**src/rtl/ps2_player_dispatcher.sv**
```systemverilog
`default_nettype none
// ============================================================================
// Module   : ps2_player_dispatcher
// Brief    : Parses PS/2 scancodes, filters auto-repeat, and queues arrow
//            presses into per-player FWFT FIFOs with valid/ack handoff.
// Revision : 1.0 - initial release
// ============================================================================
module ps2_player_dispatcher #(
   parameter int FIFO_DEPTH = 4,
   parameter int CW         = $clog2(FIFO_DEPTH) + 1
) (
   input  logic          clock,
   input  logic          resetn,
   input  logic          ps2_key_pressed,
   input  logic [7:0]    ps2_out,
   input  logic          p1_ack,
   input  logic          p2_ack,
   output logic          p1_valid,
   output logic [2:0]    p1_arrow,
   output logic          p2_valid,
   output logic [2:0]    p2_arrow,
   output logic [CW-1:0] p1_count,
   output logic [CW-1:0] p2_count,
   output logic          p1_overflow,
   output logic          p2_overflow
);

   localparam int AW = (FIFO_DEPTH > 1) ? $clog2(FIFO_DEPTH) : 1;

   localparam logic [1:0] c_idle    = 2'd0;
   localparam logic [1:0] c_brk     = 2'd1;
   localparam logic [1:0] c_ext     = 2'd2;
   localparam logic [1:0] c_ext_brk = 2'd3;

   logic [1:0] r_state;
   logic [1:0] w_state_nxt;
   logic [7:0] r_held;
   logic       w_ext;
   logic       w_hit;
   logic [2:0] w_idx;
   logic [2:0] w_code;
   logic       w_prefix;
   logic       w_make;
   logic       w_release;
   logic       w_press;

   assign w_ext     = (r_state == c_ext) || (r_state == c_ext_brk);
   assign w_prefix  = (ps2_out == 8'hF0) || (ps2_out == 8'hE0);
   assign w_make    = ps2_key_pressed && !w_prefix
                      && ((r_state == c_idle) || (r_state == c_ext));
   assign w_release = ps2_key_pressed
                      && ((r_state == c_brk) || (r_state == c_ext_brk));
   assign w_press   = w_make && w_hit && !r_held[w_idx];
   assign w_code    = {1'b0, w_idx[1:0]} + 3'd1;

   // Index bit 2 selects the owning player; bits 1:0 are arrow code minus one.
   always_comb begin
      w_hit = 1'b0;
      w_idx = 3'd0;
      case (ps2_out)
         8'h1D: begin w_hit = !w_ext; w_idx = 3'd0; end
         8'h1C: begin w_hit = !w_ext; w_idx = 3'd1; end
         8'h1B: begin w_hit = !w_ext; w_idx = 3'd2; end
         8'h23: begin w_hit = !w_ext; w_idx = 3'd3; end
         8'h75: begin w_hit = 1'b1;   w_idx = 3'd4; end
         8'h6B: begin w_hit = 1'b1;   w_idx = 3'd5; end
         8'h72: begin w_hit = 1'b1;   w_idx = 3'd6; end
         8'h74: begin w_hit = 1'b1;   w_idx = 3'd7; end
         default: begin w_hit = 1'b0; w_idx = 3'd0; end
      endcase
   end

   always_comb begin
      w_state_nxt = r_state;
      if (ps2_key_pressed) begin
         case (r_state)
            c_idle: begin
               if (ps2_out == 8'hF0)      w_state_nxt = c_brk;
               else if (ps2_out == 8'hE0) w_state_nxt = c_ext;
               else                       w_state_nxt = c_idle;
            end
            c_ext: begin
               if (ps2_out == 8'hF0)      w_state_nxt = c_ext_brk;
               else if (ps2_out == 8'hE0) w_state_nxt = c_ext;
               else                       w_state_nxt = c_idle;
            end
            default: w_state_nxt = c_idle;
         endcase
      end
   end

   always_ff @(posedge clock or negedge resetn) begin
      if (!resetn) begin
         r_state <= c_idle;
         r_held  <= 8'd0;
      end else begin
         r_state <= w_state_nxt;
         if (w_press)
            r_held[w_idx] <= 1'b1;
         else if (w_release && w_hit)
            r_held[w_idx] <= 1'b0;
      end
   end

   logic [1:0]         w_ack;
   logic [1:0]         w_valid;
   logic [1:0][2:0]    w_arrow;
   logic [1:0][CW-1:0] w_count;
   logic [1:0]         w_ovf;

   assign w_ack = {p2_ack, p1_ack};

   for (genvar g = 0; g < 2; g++) begin : g_fifo
      logic [2:0]    r_mem [FIFO_DEPTH];
      logic [AW-1:0] r_wr;
      logic [AW-1:0] r_rd;
      logic [CW-1:0] r_cnt;
      logic          r_ovf;
      logic          w_req;
      logic          w_pop;
      logic          w_full;
      logic          w_push;

      assign w_req  = w_press && (w_idx[2] == 1'(g));
      assign w_pop  = w_ack[g] && (r_cnt != '0);
      assign w_full = (r_cnt == CW'(FIFO_DEPTH));
      // A pop frees the slot in the same cycle, so a full queue may still accept.
      assign w_push = w_req && (!w_full || w_pop);

      always_ff @(posedge clock) begin
         if (w_push)
            r_mem[r_wr] <= w_code;
      end

      always_ff @(posedge clock or negedge resetn) begin
         if (!resetn) begin
            r_wr  <= '0;
            r_rd  <= '0;
            r_cnt <= '0;
            r_ovf <= 1'b0;
         end else begin
            if (w_push)
               r_wr <= r_wr + AW'(1);
            if (w_pop)
               r_rd <= r_rd + AW'(1);
            r_cnt <= r_cnt + CW'(w_push) - CW'(w_pop);
            if (w_req && w_full && !w_pop)
               r_ovf <= 1'b1;
         end
      end

      assign w_valid[g] = (r_cnt != '0);
      assign w_arrow[g] = w_valid[g] ? r_mem[r_rd] : 3'd0;
      assign w_count[g] = r_cnt;
      assign w_ovf[g]   = r_ovf;
   end

   assign p1_valid    = w_valid[0];
   assign p2_valid    = w_valid[1];
   assign p1_arrow    = w_arrow[0];
   assign p2_arrow    = w_arrow[1];
   assign p1_count    = w_count[0];
   assign p2_count    = w_count[1];
   assign p1_overflow = w_ovf[0];
   assign p2_overflow = w_ovf[1];

endmodule
`default_nettype wire

```
**config.mk**
```make
export PLATFORM = sky130hd
export DESIGN_NAME = ps2_player_dispatcher
export DESIGN_NICKNAME = d
export VERILOG_FILES = /design/src/rtl/ps2_player_dispatcher.sv
export SDC_FILE = /design/constraint.sdc
export NUM_CORES = 1
export LEC_CHECK = 0
export BUFFER_PORTS_ARGS = -buffer_cell sky130_fd_sc_hd__buf_2
export CAP_MARGIN = 20
export CORE_ASPECT_RATIO = 0.8
export CORE_MARGIN = 3
export CORE_UTILIZATION = 58
export DETAILED_ROUTE_END_ITERATION = 8
export PLACE_DENSITY_LB_ADDON = 0.3
export SLEW_MARGIN = 5
export SYNTH_ARGS = -nofsm -noshare
export SYNTH_HDL_FRONTEND = slang
export SYNTH_SLANG_ARGS = --single-unit
```
**constraint.sdc**
```tcl
create_clock -name clock -period 3.8 [get_ports clock]
set_input_delay 0.76 -clock clock [delete_from_list [all_inputs] [get_ports clock]]
set_output_delay 0.76 -clock clock [all_outputs]
set_load 0.1 [all_outputs]
```
==> summary by stage, run 1 <==
Outcome
The flow ran to the end, and the final reports show no timing, DRC or antenna violations.

Timing
The worst hold slack is 0.453 ns. The achievable frequency is 304 MHz. The minimum clock period after layout is 3.29 ns. Setup slack on the critical path of the routed design comes to 0.514 ns.

The final critical path takes up 86.5% of the cycle. The total count of hold-check failures in the final report came to 0. In the final timing run, aggregate negative setup slack is 0 ns.

The final number of setup-violating endpoints is 0. The largest clock skew in the final design is 0.00824 ns. Setup repair after global routing left no endpoint under its margin.

The max-slew violation total from the final report was 0. Measured against its own limit, the worst slew margin works out to 59.7%. The measured slew at the worst slew-check pin is 0.604 ns.

Worst setup path
STA classifies the critical path startpoint as a primary input. The critical path startpoint is ps2_out[7]. STA puts the critical path data required time at 4.00 ns. The signal arrival time at the worst endpoint is 3.48 ns. STA classifies the critical path endpoint as a flip-flop. The worst setup path is of the in2reg kind. The maximum fanout along the worst path is 7.

Synth
The adder-cell share of the synthesized area is 7.83%. The cell type with the largest total area after synthesis is sky130_fd_sc_hd__edfxtp_1. The most frequently used cell type in the post-synthesis netlist is sky130_fd_sc_hd__dfrtp_1. Ranked by total cell area, the synthesized netlist is headed by sky130_fd_sc_hd__edfxtp_1 (28%), sky130_fd_sc_hd__dfrtp_1 (25%), sky130_fd_sc_hd__ha_1 (6.3%). The complex-gate fraction of the synthesized area is 8.94%. The number of enable flip-flop cells after synthesis is 24.

The synthesized design contains 50 register bits. For this run, the leading register cell type out of synthesis is sky130_fd_sc_hd__dfrtp_1. The simple-gate share of the synthesized area is 16.2%. The number of instances in the synthesized netlist is 207. Counting every net in the synthesized netlist gives 235. After synthesis, the share of flip-flops with an asynchronous set or reset is 52.0%. The Yosys step of the flow raised 0 warnings. After Yosys synthesis, XOR and XNOR cells account for 3.72% of the synthesized area.

Of the synthesized area, sequential elements account for 53.0%. The synthesized area is 2590 sq um. A synthesized cell averages 12.5 sq um. The mux cell area share after synthesis is 6.81%. Ranked by instance count, the synthesized netlist is headed by sky130_fd_sc_hd__dfrtp_1 (26), sky130_fd_sc_hd__edfxtp_1 (24), sky130_fd_sc_hd__and2_1 (18), sky130_fd_sc_hd__inv_1 (17), sky130_fd_sc_hd__ha_1 (13).

The number of different library cells in the post-synthesis netlist is 45. By area, the combinational part of the netlist is dominated by simple AND/OR/NAND/NOR gates. After synthesis, the largest area contributor takes up 27.8% of total cell area.

Die
The floorplan die height is 65.8 um. The area of the die is 5310 sq um. The overall die width is 80.7 um. Row generation in the floorplan step produced 21 rows.

Pin placement for this block handled 29 I/O pins. The core region is 4230 sq um. Once the floorplan was initialized, standard cells occupied 61.2% of the core.

Detailed routing
In the routed design, unresolved DRC markers number 0. The number of antenna-violating nets in the routed design is 0. The first TritonRoute pass finished after 4 iterations.

The detailed router finished its first iteration with 61 violations. The routed layout has 1689 vias. In the routed layout, each cell is associated on average with a via count of 5.67. The detailed-route wire length per cell is 15.7 um. The routed wire length is 4680 um.

Global routing
The met1 capacity usage during global routing is 29.0%. The total overflow left after global routing is 0. The global routing's busiest layer is met2.

The total global-route track usage is 20.0%. Global routing used 29.8% of the available met2 tracks. The pin count of the biggest net entering global routing is 27. The first global-routing pass estimated 7880 um of wire. The via count of the first global-routing pass came to 1617. The met3 global-route usage is 4.93%. The number of antenna violations at the first check in global routing was 0.

Power and ir drop
The maximum resistive drop on vdd is 539 uV. The internal portion of the total power is 0.00105 W. The final total power is 0.00212 W. The switching part of the total is 50.7%.

The share of power burned in the clock network is 15.6%. The ratio of total power to cell area is 734 nW/um^2. The leakage component of the power is 1.23 nW. The power spent charging and discharging nets is 0.00108 W.

The sequential share of power is 35.1%. Combinational logic is responsible for 49.4% of the overall power.

Min path
The worst hold-check path type is in2async.

Layout
The number of nets in the final layout is 268. 0 antenna diodes ended up in the layout. The fraction of final layout cells sized beyond drive strength 1 is 22.8%.

The utilization after layout is 68.4%. The area growth from synthesis to layout is 11.8%.

Clocking
Counting every sink on the clock net gives 50. The H-tree depth reported by CTS is 2. The TritonCTS clock tree is built. The number of setup buffers added after CTS is 0. The number of hold buffers added after CTS was 0. Post-CTS repair changed the size of 0 cells.

The clock passes through at most 2 buffers. The insertion delay to the later sink of the worst-skew pair is 0.31 ns. The clock root buffer is sky130_fd_sc_hd__clkbuf_8.

TritonCTS created 5 clock buffers. After clock tree synthesis, the clock-pin slew on the worst setup and hold paths is 0.09 ns.

Placement
The post-DP HPWL is 3580 um. The routability congestion estimate from global placement is 0.873. The count of buffers from port buffering is 28.

Timing analysis after detailed placement gives a worst setup slack of 0.208 ns.

Job
Max-cap violations in this run came to 0.
routing by layer:
layer / routed length (um) / up-vias
met5: 0 / -
met4: 60 / 0
met3: 252 / 6
met2: 2120 / 48
met1: 2240 / 828
li1: - / 807
metrics by stage:
step | std cells | instance area [sq um]
5_1_grt | 298 | 2900
2_1_floorplan | 207 | 2590
4_1_cts | 298 | 2900
6_report | 298 | 2900
3_5_place_dp | 290 | 2800
3_3_place_gp | 290 | 2800
critical path, stage by stage:
cell and delay [ns]:
sky130_fd_sc_hd__buf_2 0.12, sky130_fd_sc_hd__and2b_2 0.28, sky130_fd_sc_hd__nand4b_2 0.21, sky130_fd_sc_hd__o211a_1 0.27
sky130_fd_sc_hd__o31ai_2 0.37, sky130_fd_sc_hd__and4_1 0.27, sky130_fd_sc_hd__inv_1 0.05, sky130_fd_sc_hd__ha_1 0.26
sky130_fd_sc_hd__inv_1 0.04, sky130_fd_sc_hd__ha_1 0.19, sky130_fd_sc_hd__fa_1 0.38, sky130_fd_sc_hd__xor2_1 0.16
sky130_fd_sc_hd__xnor2_1 0.12
layout make-up:
| class | instances | area, sq um |
|---|---|---|
| Sequential cell | 50 | 1370 |
| Fill cell | 300 | 1340 |
| Multi-Input combinational cell | 135 | 1130 |
| Timing Repair Buffer | 31 | 163 |
| Clock buffer | 6 | 82.6 |
| Tap cell | 57 | 71.3 |
| Inverter | 17 | 63.8 |
| Clock inverter | 2 | 16.3 |
cells by family after synthesis:
group | after synthesis
simple gates | 66
flops | 50
compound gates | 34
buf+inv | 22
fa+ha+maj | 15
xor+xnor | 11
mux | 9
layout by cell type (no fill, tap or decap), types with 7 or more instances in the layout:
master,synthesis,final
sky130_fd_sc_hd__and2_1,18,18
sky130_fd_sc_hd__buf_2,0,28
sky130_fd_sc_hd__dfrtp_1,26,26
sky130_fd_sc_hd__edfxtp_1,24,24
sky130_fd_sc_hd__ha_1,13,13
sky130_fd_sc_hd__inv_1,17,17
sky130_fd_sc_hd__nand2_1,8,8
sky130_fd_sc_hd__nand3_1,8,8
sky130_fd_sc_hd__o21ai_0,12,12
sky130_fd_sc_hd__xnor2_1,7,7
path summary, 6_finish.rpt:
| kind | end | slack (ns) | cells after the start |
|---|---|---|---|
| min reg2reg | p2_overflow | 0.49 | 1 |
| max reg2reg | p1_count[2] | 1.07 | 12 |
| min in group clock | p2_overflow | 0.49 | 1 |
| min | g_fifo[0].r_rd[1] | 0.45 | 1 |
| max | p1_count[2] | 0.51 | 13 |
| max in group asynchronous | async pin | 2.95 | 1 |
power by group through the flow:
stage	clock network (W)	logic (W)	registers, W
floorplan	0	0.000670	0.000973
global placement	0	0.00104	0.000754
detailed placement	0	0.00106	0.000759
CTS	0.000338	0.00106	0.000747
global route	0.000358	0.00111	0.000763
finish	0.000330	0.00105	0.000745
(Power assumes the default switching activity.)
==> run 2: changes to the inputs <==
ABC_AREA = 0   (was default)
BUFFER_PORTS_ARGS = default   (was -buffer_cell sky130_fd_sc_hd__buf_2)
CORE_UTILIZATION = 63   (was 58)
DONT_BUFFER_PORTS = 1   (was default)
RECOVER_POWER = 25   (was default)
==> run 2 against run 1 <==
  * Worst setup slack improved by 0.019 ns
  * Sequential power grew 0.8%
  * Sequential cell count unchanged
  * Worst hold slack worse by 0.31 ns
  * Via count is 3.8% lower
  * Clock skew fell by 0.0031 ns
  * Global-route usage rose by 0.93 points
  * Clock power shrank 14%
  * Sequential share of layout area is 1.1 points higher
  * Fmax increased by 0.59%
  * Critical path type unchanged
==> summary by stage, run 2 (synthesized netlist as in run 1, its figures left out) <==
Outcome
The flow ran to the end, and the final reports show no timing, DRC or antenna violations.

Timing
The final number of setup-violating endpoints is 0 (unchanged). The max-slew violation total from the final report is 0 (unchanged). The headroom to the max-slew limit came to 14.3% (-45 points). Setup repair after global routing left no endpoint under its margin. The achievable frequency is 306 MHz (+0.59%).

The final worst-path cycle share is 86.0% (-0.50 points). The minimum clock period after layout is 3.27 ns (-0.0192 ns). The final total negative setup slack is 0 ns (unchanged). The measured slew at the worst slew-check pin was 1.29 ns (+0.682 ns). The total count of hold-check failures in the final report came to 0 (unchanged). The largest clock skew in the final design is 0.00512 ns (-0.00312 ns).

The post-route worst setup slack was 0.534 ns (+0.0192 ns).

Die
The overall die width is 77.7 um (-3.7%). The starting utilization of the core area is 66.7% (+5.5 points). The number of ports placed on the die boundary came to 29 (unchanged).

The core footprint is 3880 sq um (-8.3%). The area of the die came to 4920 sq um (-7.3%). The row count came to 20 (-4.8%). The floorplan die height is 63.3 um (-3.7%).

Clocking
The number of CTS-inserted buffers was 5 (unchanged). The clock root buffer is sky130_fd_sc_hd__clkbuf_8. The number of clock sinks seen by CTS came to 50 (unchanged). The clock tree buffer depth came to 2 (unchanged). The hold-fix buffer count after cts was 0 (unchanged). The insertion delay to the later sink of the worst-skew pair is 0.30 ns (about the same). The H-tree depth reported by CTS is 2 (unchanged). The count of instances resized after the clock tree is built is 0 (unchanged). The number of setup buffers added after CTS came to 0 (unchanged).

TritonCTS built the clock tree. The register clock-pin slew on the reported worst setup and hold paths is 0.08 ns (about the same).

Min path
The worst hold-check path type is in2async.

Worst setup path
The kind of capture point of the worst setup path is a flip-flop. The startpoint type of the worst setup path is a primary input. The maximum fanout along the worst path is 7 (unchanged). The setup path with the least slack is of type in2reg. The signal arrival time at the worst endpoint is 3.45 ns (-0.03 ns). The reg2reg setup slack came to 0.70 ns (-0.37 ns). The endpoint required time on the critical path was 3.99 ns (about the same).

Layout
From synthesis to final layout, the design area changed by 9.28%. The library cells used most frequently in the layout, excluding fill and tap cells, are sky130_fd_sc_hd__dfrtp_1 (26), sky130_fd_sc_hd__edfxtp_1 (24), sky130_fd_sc_hd__and2_1 (18). The number of antenna repair diodes is 0 (unchanged).

The fraction of final layout cells sized beyond drive strength 1 is 16.4% (-6.4 points). The most common cell after layout, fill and taps aside is sky130_fd_sc_hd__dfrtp_1. The number of nets in the final layout is 253 (-5.6%). The final instance area was 2830 sq um (-2.3%).

The utilization after layout is 72.9% (+4.5 points).

Power and ir drop
The maximum resistive drop on vdd is 559 uV (+3.7%). The leakage component of the power is 1.17 nW (-4.8%). The final total power is 0.00211 W (-0.47%). The ratio of total power to cell area is 747 nW/um^2 (+1.9%).

Detailed routing
The overall via count from detail_route came to 1625 (-3.8%). The iteration-0 DRC count of the detailed router was 137 (+120%). The number of antenna-violating nets in the routed design is 0 (unchanged). The detail-routed via count per cell is 5.78 (+2.0%). The DRC violations left is 0 (unchanged). The routed wire length was 4650 um (-0.56%). The detailed-route wire length per cell came to 16.5 um (+5.5%).

The number of detailed-routing iterations run before antenna repair was 5 (+1).

Global routing
The number of antenna violations at the first check in global routing is 0 (unchanged). The global-route wire length before repair is 7720 um (-2.0%). The total global-route track usage is 20.9% (+0.93 points). The overflow left after global routing is 0 (unchanged).

The via count of the first global-routing pass is 1684 (+4.1%). The pin count of the biggest net entering global routing was 27 (unchanged).

Placement
The post-DP HPWL is 3650 um (+2.0%). The routability congestion estimate from global placement is 0.923 (+5.8%). The count of buffers from port buffering is 0 (-100%).

The area of placed instances was 2750 sq um (-1.6%). The worst setup slack before clock tree synthesis is 0.196 ns (-0.0122 ns).

Job
The max-capacitance violation count is 0 (unchanged).
## run 2: worst max-delay path, cell delays in order
cell and delay, ns:
sky130_fd_sc_hd__and2b_2 0.26, sky130_fd_sc_hd__nand4b_2 0.20, sky130_fd_sc_hd__o211a_1 0.26, sky130_fd_sc_hd__o31ai_2 0.30, sky130_fd_sc_hd__and4_1 0.39, sky130_fd_sc_hd__inv_1 0.07, sky130_fd_sc_hd__ha_1 0.28, sky130_fd_sc_hd__inv_1 0.04
sky130_fd_sc_hd__ha_1 0.19, sky130_fd_sc_hd__fa_1 0.39, sky130_fd_sc_hd__xor2_1 0.17, sky130_fd_sc_hd__xnor2_1 0.13
## run 2: area by class of cell
type                       count  area [sq um]
sequential                    50          1370
multi-input combinational    135          1130
fill                         264          1050
timing repair buffer          16           116
clock buffer                   6          72.6
tap                           55          68.8
inverter                      17          63.8
clock inverter                 2          8.76
## run 2: report_power, final
group | switching (W) | total (W) | leakage [nW] | internal, W
logic | 0.000785 | 0.00108 | 0.581 | 0.000294
clock network | 0.000157 | 0.000283 | 0.0426 | 0.000127
registers | 0.000107 | 0.000751 | 0.551 | 0.000645
## run 2: layer usage
metal | share of wire, % | up-vias | routed length, um | global-route usage (%)
met5 | 0 | - | 0 | 0
li1 | - | 778 | - | -
met2 | 47 | 54 | 2190 | 33.4
met4 | 1.9 | 0 | 89 | 10.4
met3 | 8.2 | 9 | 380 | 5.86
met1 | 43 | 784 | 1990 | 26.1
## run 2: path summary, 6_finish.rpt
path                            cells past startpoint                 to        start
worst max register to register                      9        p1_count[2]  p1_count[2]
worst min register to register                      1        p1_count[2]  p1_count[2]
min in group clock                                  1        p1_count[2]  p1_count[2]
max in group asynchronous                           0          async pin       resetn
worst max-delay path                               12        p1_count[2]   ps2_out[7]
worst min-delay path                                0  g_fifo[0].r_rd[1]       resetn
## run 2: per-stage QoR
step / hold slack (ns) / cells
4_1_cts: 0.134 / 281
3_5_place_dp: 0.465 / 273
6_report: 0.145 / 281
2_1_floorplan: 0.459 / 207
3_3_place_gp: 0.465 / 273
5_1_grt: 0.120 / 281
==> run 3: changes to the inputs <==
==> constraint.sdc (replaced) <==
create_clock -name clock -period 3.8 [get_ports clock]
set_input_delay 0.76 -clock clock [delete_from_list [all_inputs] [get_ports clock]]
set_output_delay 0.76 -clock clock [all_outputs]
set_load 0.01 [all_outputs]
==> run 3 against run 2 <==
  * Sequential share of layout area increased by 0.83 points
  * Critical endpoint is now p2_count[2]
  * Non-clock buffer count decreased by 15
  * Power decreased by 25%
  * Final area decreased by 1.7%
  * Register-to-register slack improved by 0.13 ns
  * Global-route usage decreased by 0.69 points
  * Core utilization decreased by 1.2 points
  * Combinational power decreased by 66%
  * Highest routed layer unchanged
  * Count of clock-buffer cells in the layout unchanged
  * Sequential cell count unchanged
  * Fmax decreased by 0.79%
  * Clock power increased by 55%
==> summary by stage, run 3 (synthesized netlist as in run 1, its figures left out) <==
Outcome
The run finished with clean final reports.

Timing
The measured slew at the worst slew-check pin was 0.525 ns (-0.760 ns). The largest clock skew in the final design is 0.00703 ns (+0.00191 ns). The final number of setup-violating endpoints was 0 (unchanged). The final worst-path cycle share came to 86.6% (+0.68 points). The final total negative setup slack is 0 ns (unchanged). The post-route worst setup slack is 0.508 ns (-0.0260 ns). The max-slew violation total from the final report is 0 (unchanged). The total count of hold-check failures in the final report came to 0 (unchanged). Setup repair after global routing left no endpoint under its margin.

The headroom to the max-slew limit is 64.8% (+51 points). The achievable frequency is 304 MHz (-0.79%). The minimum clock period after layout came to 3.29 ns (+0.0260 ns).

Clocking
The hold-fix buffer count after cts is 0 (unchanged). The number of CTS-inserted buffers was 5 (unchanged). The count of instances resized after the clock tree is built is 0 (unchanged).

The H-tree depth reported by CTS is 2 (unchanged). TritonCTS built the clock tree. The register clock-pin slew on the reported worst setup and hold paths was 0.08 ns (about the same).

The clock tree buffer depth is 2 (unchanged). The clock root buffer is sky130_fd_sc_hd__clkbuf_8. The insertion delay to the later sink of the worst-skew pair is 0.30 ns (about the same).

The number of clock sinks seen by CTS is 50 (unchanged). The number of setup buffers added after CTS is 0 (unchanged).

Placement
The worst setup slack before clock tree synthesis is 0.235 ns (+0.0399 ns). The area of placed instances is 2640 sq um (-4.1%). The count of buffers from port buffering is 0 (unchanged). The routability congestion estimate from global placement was 0.918 (-0.53%). The post-DP HPWL is 3530 um (-3.3%).

Global routing
The number of antenna violations at the first check in global routing was 0 (unchanged). The global-route wire length before repair was 7730 um (+0.17%). The overflow left after global routing was 0 (unchanged). The via count of the first global-routing pass is 1662 (-1.3%).

The pin count of the biggest net entering global routing is 27 (unchanged). The total global-route track usage was 20.2% (-0.69 points).

Worst setup path
The delay of the slowest cell on the worst path is 0.40 ns (about the same). The signal arrival time at the worst endpoint came to 3.47 ns (+0.02 ns). The cell count along the critical path is 12 (unchanged). The maximum fanout along the worst path is 7 (unchanged). The worst setup path is captured at a flip-flop. The number of cells on the worst reg-to-reg path is 12 (+3). The slowest stage of the critical path belongs to the cell sky130_fd_sc_hd__and4_1. The family with the most delay on the worst path is simple AND/OR/NAND/NOR gates. The critical path is of the in2reg type. STA classifies the critical path startpoint as a primary input. The endpoint required time on the critical path was 3.98 ns (about the same). The critical path goes through and2b_2, nand4b_2, o211a_1, o31ai_2, and4_1, inv_1, ha_1, inv_1, ha_1, fa_1, xor2_1, xnor2_1. The number of buffers and inverters on the critical path is 2 (unchanged).

Die
The core footprint is 3880 sq um (unchanged). The area of the die came to 4920 sq um (unchanged). The starting utilization of the core area is 66.7% (unchanged). The overall die width is 77.7 um (unchanged). The number of ports placed on the die boundary is 29 (unchanged). The row count is 20 (unchanged). The floorplan die height came to 63.3 um (unchanged).

Detailed routing
The number of antenna-violating nets in the routed design was 0 (unchanged). The detail-routed via count per cell is 6.11 (+5.7%). The detailed-route wire length per cell is 17.1 um (+3.1%). The routed wire length is 4540 um (-2.4%). The iteration-0 DRC count of the detailed router came to 153 (+12%). The number of detailed-routing iterations run before antenna repair came to 4 (-1). The DRC violations left is 0 (unchanged). The overall via count from detail_route was 1626 (+0.062%).

Layout
The total of fill cells in the finished design is 262 (-0.76%). The final instance area was 2780 sq um (-1.7%). Compared with the post-synthesis result, the final layout area differs by 7.44%.

Leaving out fill and tap cells, the most frequent cell in the layout is sky130_fd_sc_hd__dfrtp_1. The number of nets in the final layout was 238 (-5.9%). The number of antenna repair diodes is 0 (unchanged). The fraction of final layout cells sized beyond drive strength 1 is 11.8% (-4.5 points). The library cells used most frequently in the layout, excluding fill and tap cells, are sky130_fd_sc_hd__dfrtp_1 (26), sky130_fd_sc_hd__edfxtp_1 (24), sky130_fd_sc_hd__and2_1 (18). The utilization after layout is 71.7% (-1.2 points).

Power and ir drop
The combinational power share was 23.6% (-27 points). The share of power burned in the clock network is 27.9% (+14 points). The sequential share of power is 48.5% (+13 points).

The power spent charging and discharging nets is 0.000454 W (-57%). The maximum resistive drop on vdd is 464 uV (-17%). The ratio of total power to cell area is 567 nW/um^2 (-24%). The leakage component of the power came to 1.13 nW (-3.5%). The switching part of the total is 28.8% (-21 points). The final total power was 0.00158 W (-25%). The design internal power is 0.00112 W (+5.5%).

Min path
The worst hold-check path type is in2async.

Job
The max-capacitance violation count is 0 (unchanged).
==> run 3: cell types whose count changed in the layout (fill, tap and decap cells not counted) <==
cell,previous run,this run
sky130_fd_sc_hd__bufinv_16,0,2
sky130_fd_sc_hd__clkbuf_1,2,0
sky130_fd_sc_hd__clkinv_2,1,0
sky130_fd_sc_hd__buf_4,15,1
sky130_fd_sc_hd__clkinv_1,1,0
sky130_fd_sc_hd__clkbuf_8,5,6
==> run 3: final cells by class <==
cell class              instances  area, sq um  share of cell area (%)
multi-input cells             135         1130                    40.5
clock buffers                   6         82.6                    2.97
well taps                      55         68.8                    2.47
flip-flops and latches         50         1370                    49.3
repair buffers                  1         7.51                   0.270
inverters                      17         63.8                    2.29
clock inverters                 2         60.1                    2.16
==> run 3: routing by layer <==
layer	share of wire, %	global-route usage [%]
met1	43	26.9
met2	50	33.1
met3	7.2	5.14
met4	0.53	5.56
met5	0	0
==> run 3: metrics by stage <==
step | instances | hold WS (ns)
2_1_floorplan | 207 | 0.459
3_3_place_gp | 258 | 0.465
3_5_place_dp | 258 | 0.465
4_1_cts | 266 | 0.139
5_1_grt | 266 | 0.124
6_report | 266 | 0.147
==> run 3: final timing paths <==
path	from	end	slack, ns
max reg2reg	flip-flop	p2_count[2]	0.83
min	resetn	async pin	0.15
min reg2reg	flip-flop	flip-flop	0.53
max	ps2_out[7]	p2_count[2]	0.51
min in group clock	flip-flop	flip-flop	0.53
max in group asynchronous	resetn	async pin	3.57
==> run 3: power by group through the flow <==
stage / Sequential [W] / Combinational [W] / Clock, W
6_report: 0.000766 / 0.000372 / 0.000440
5_1_grt: 0.000783 / 0.000417 / 0.000477
4_1_cts: 0.000768 / 0.000383 / 0.000448
3_5_place_dp: 0.000779 / 0.000381 / 0
3_3_place_gp: 0.000770 / 0.000349 / 0
2_1_floorplan: 0.000733 / 0.000341 / 0
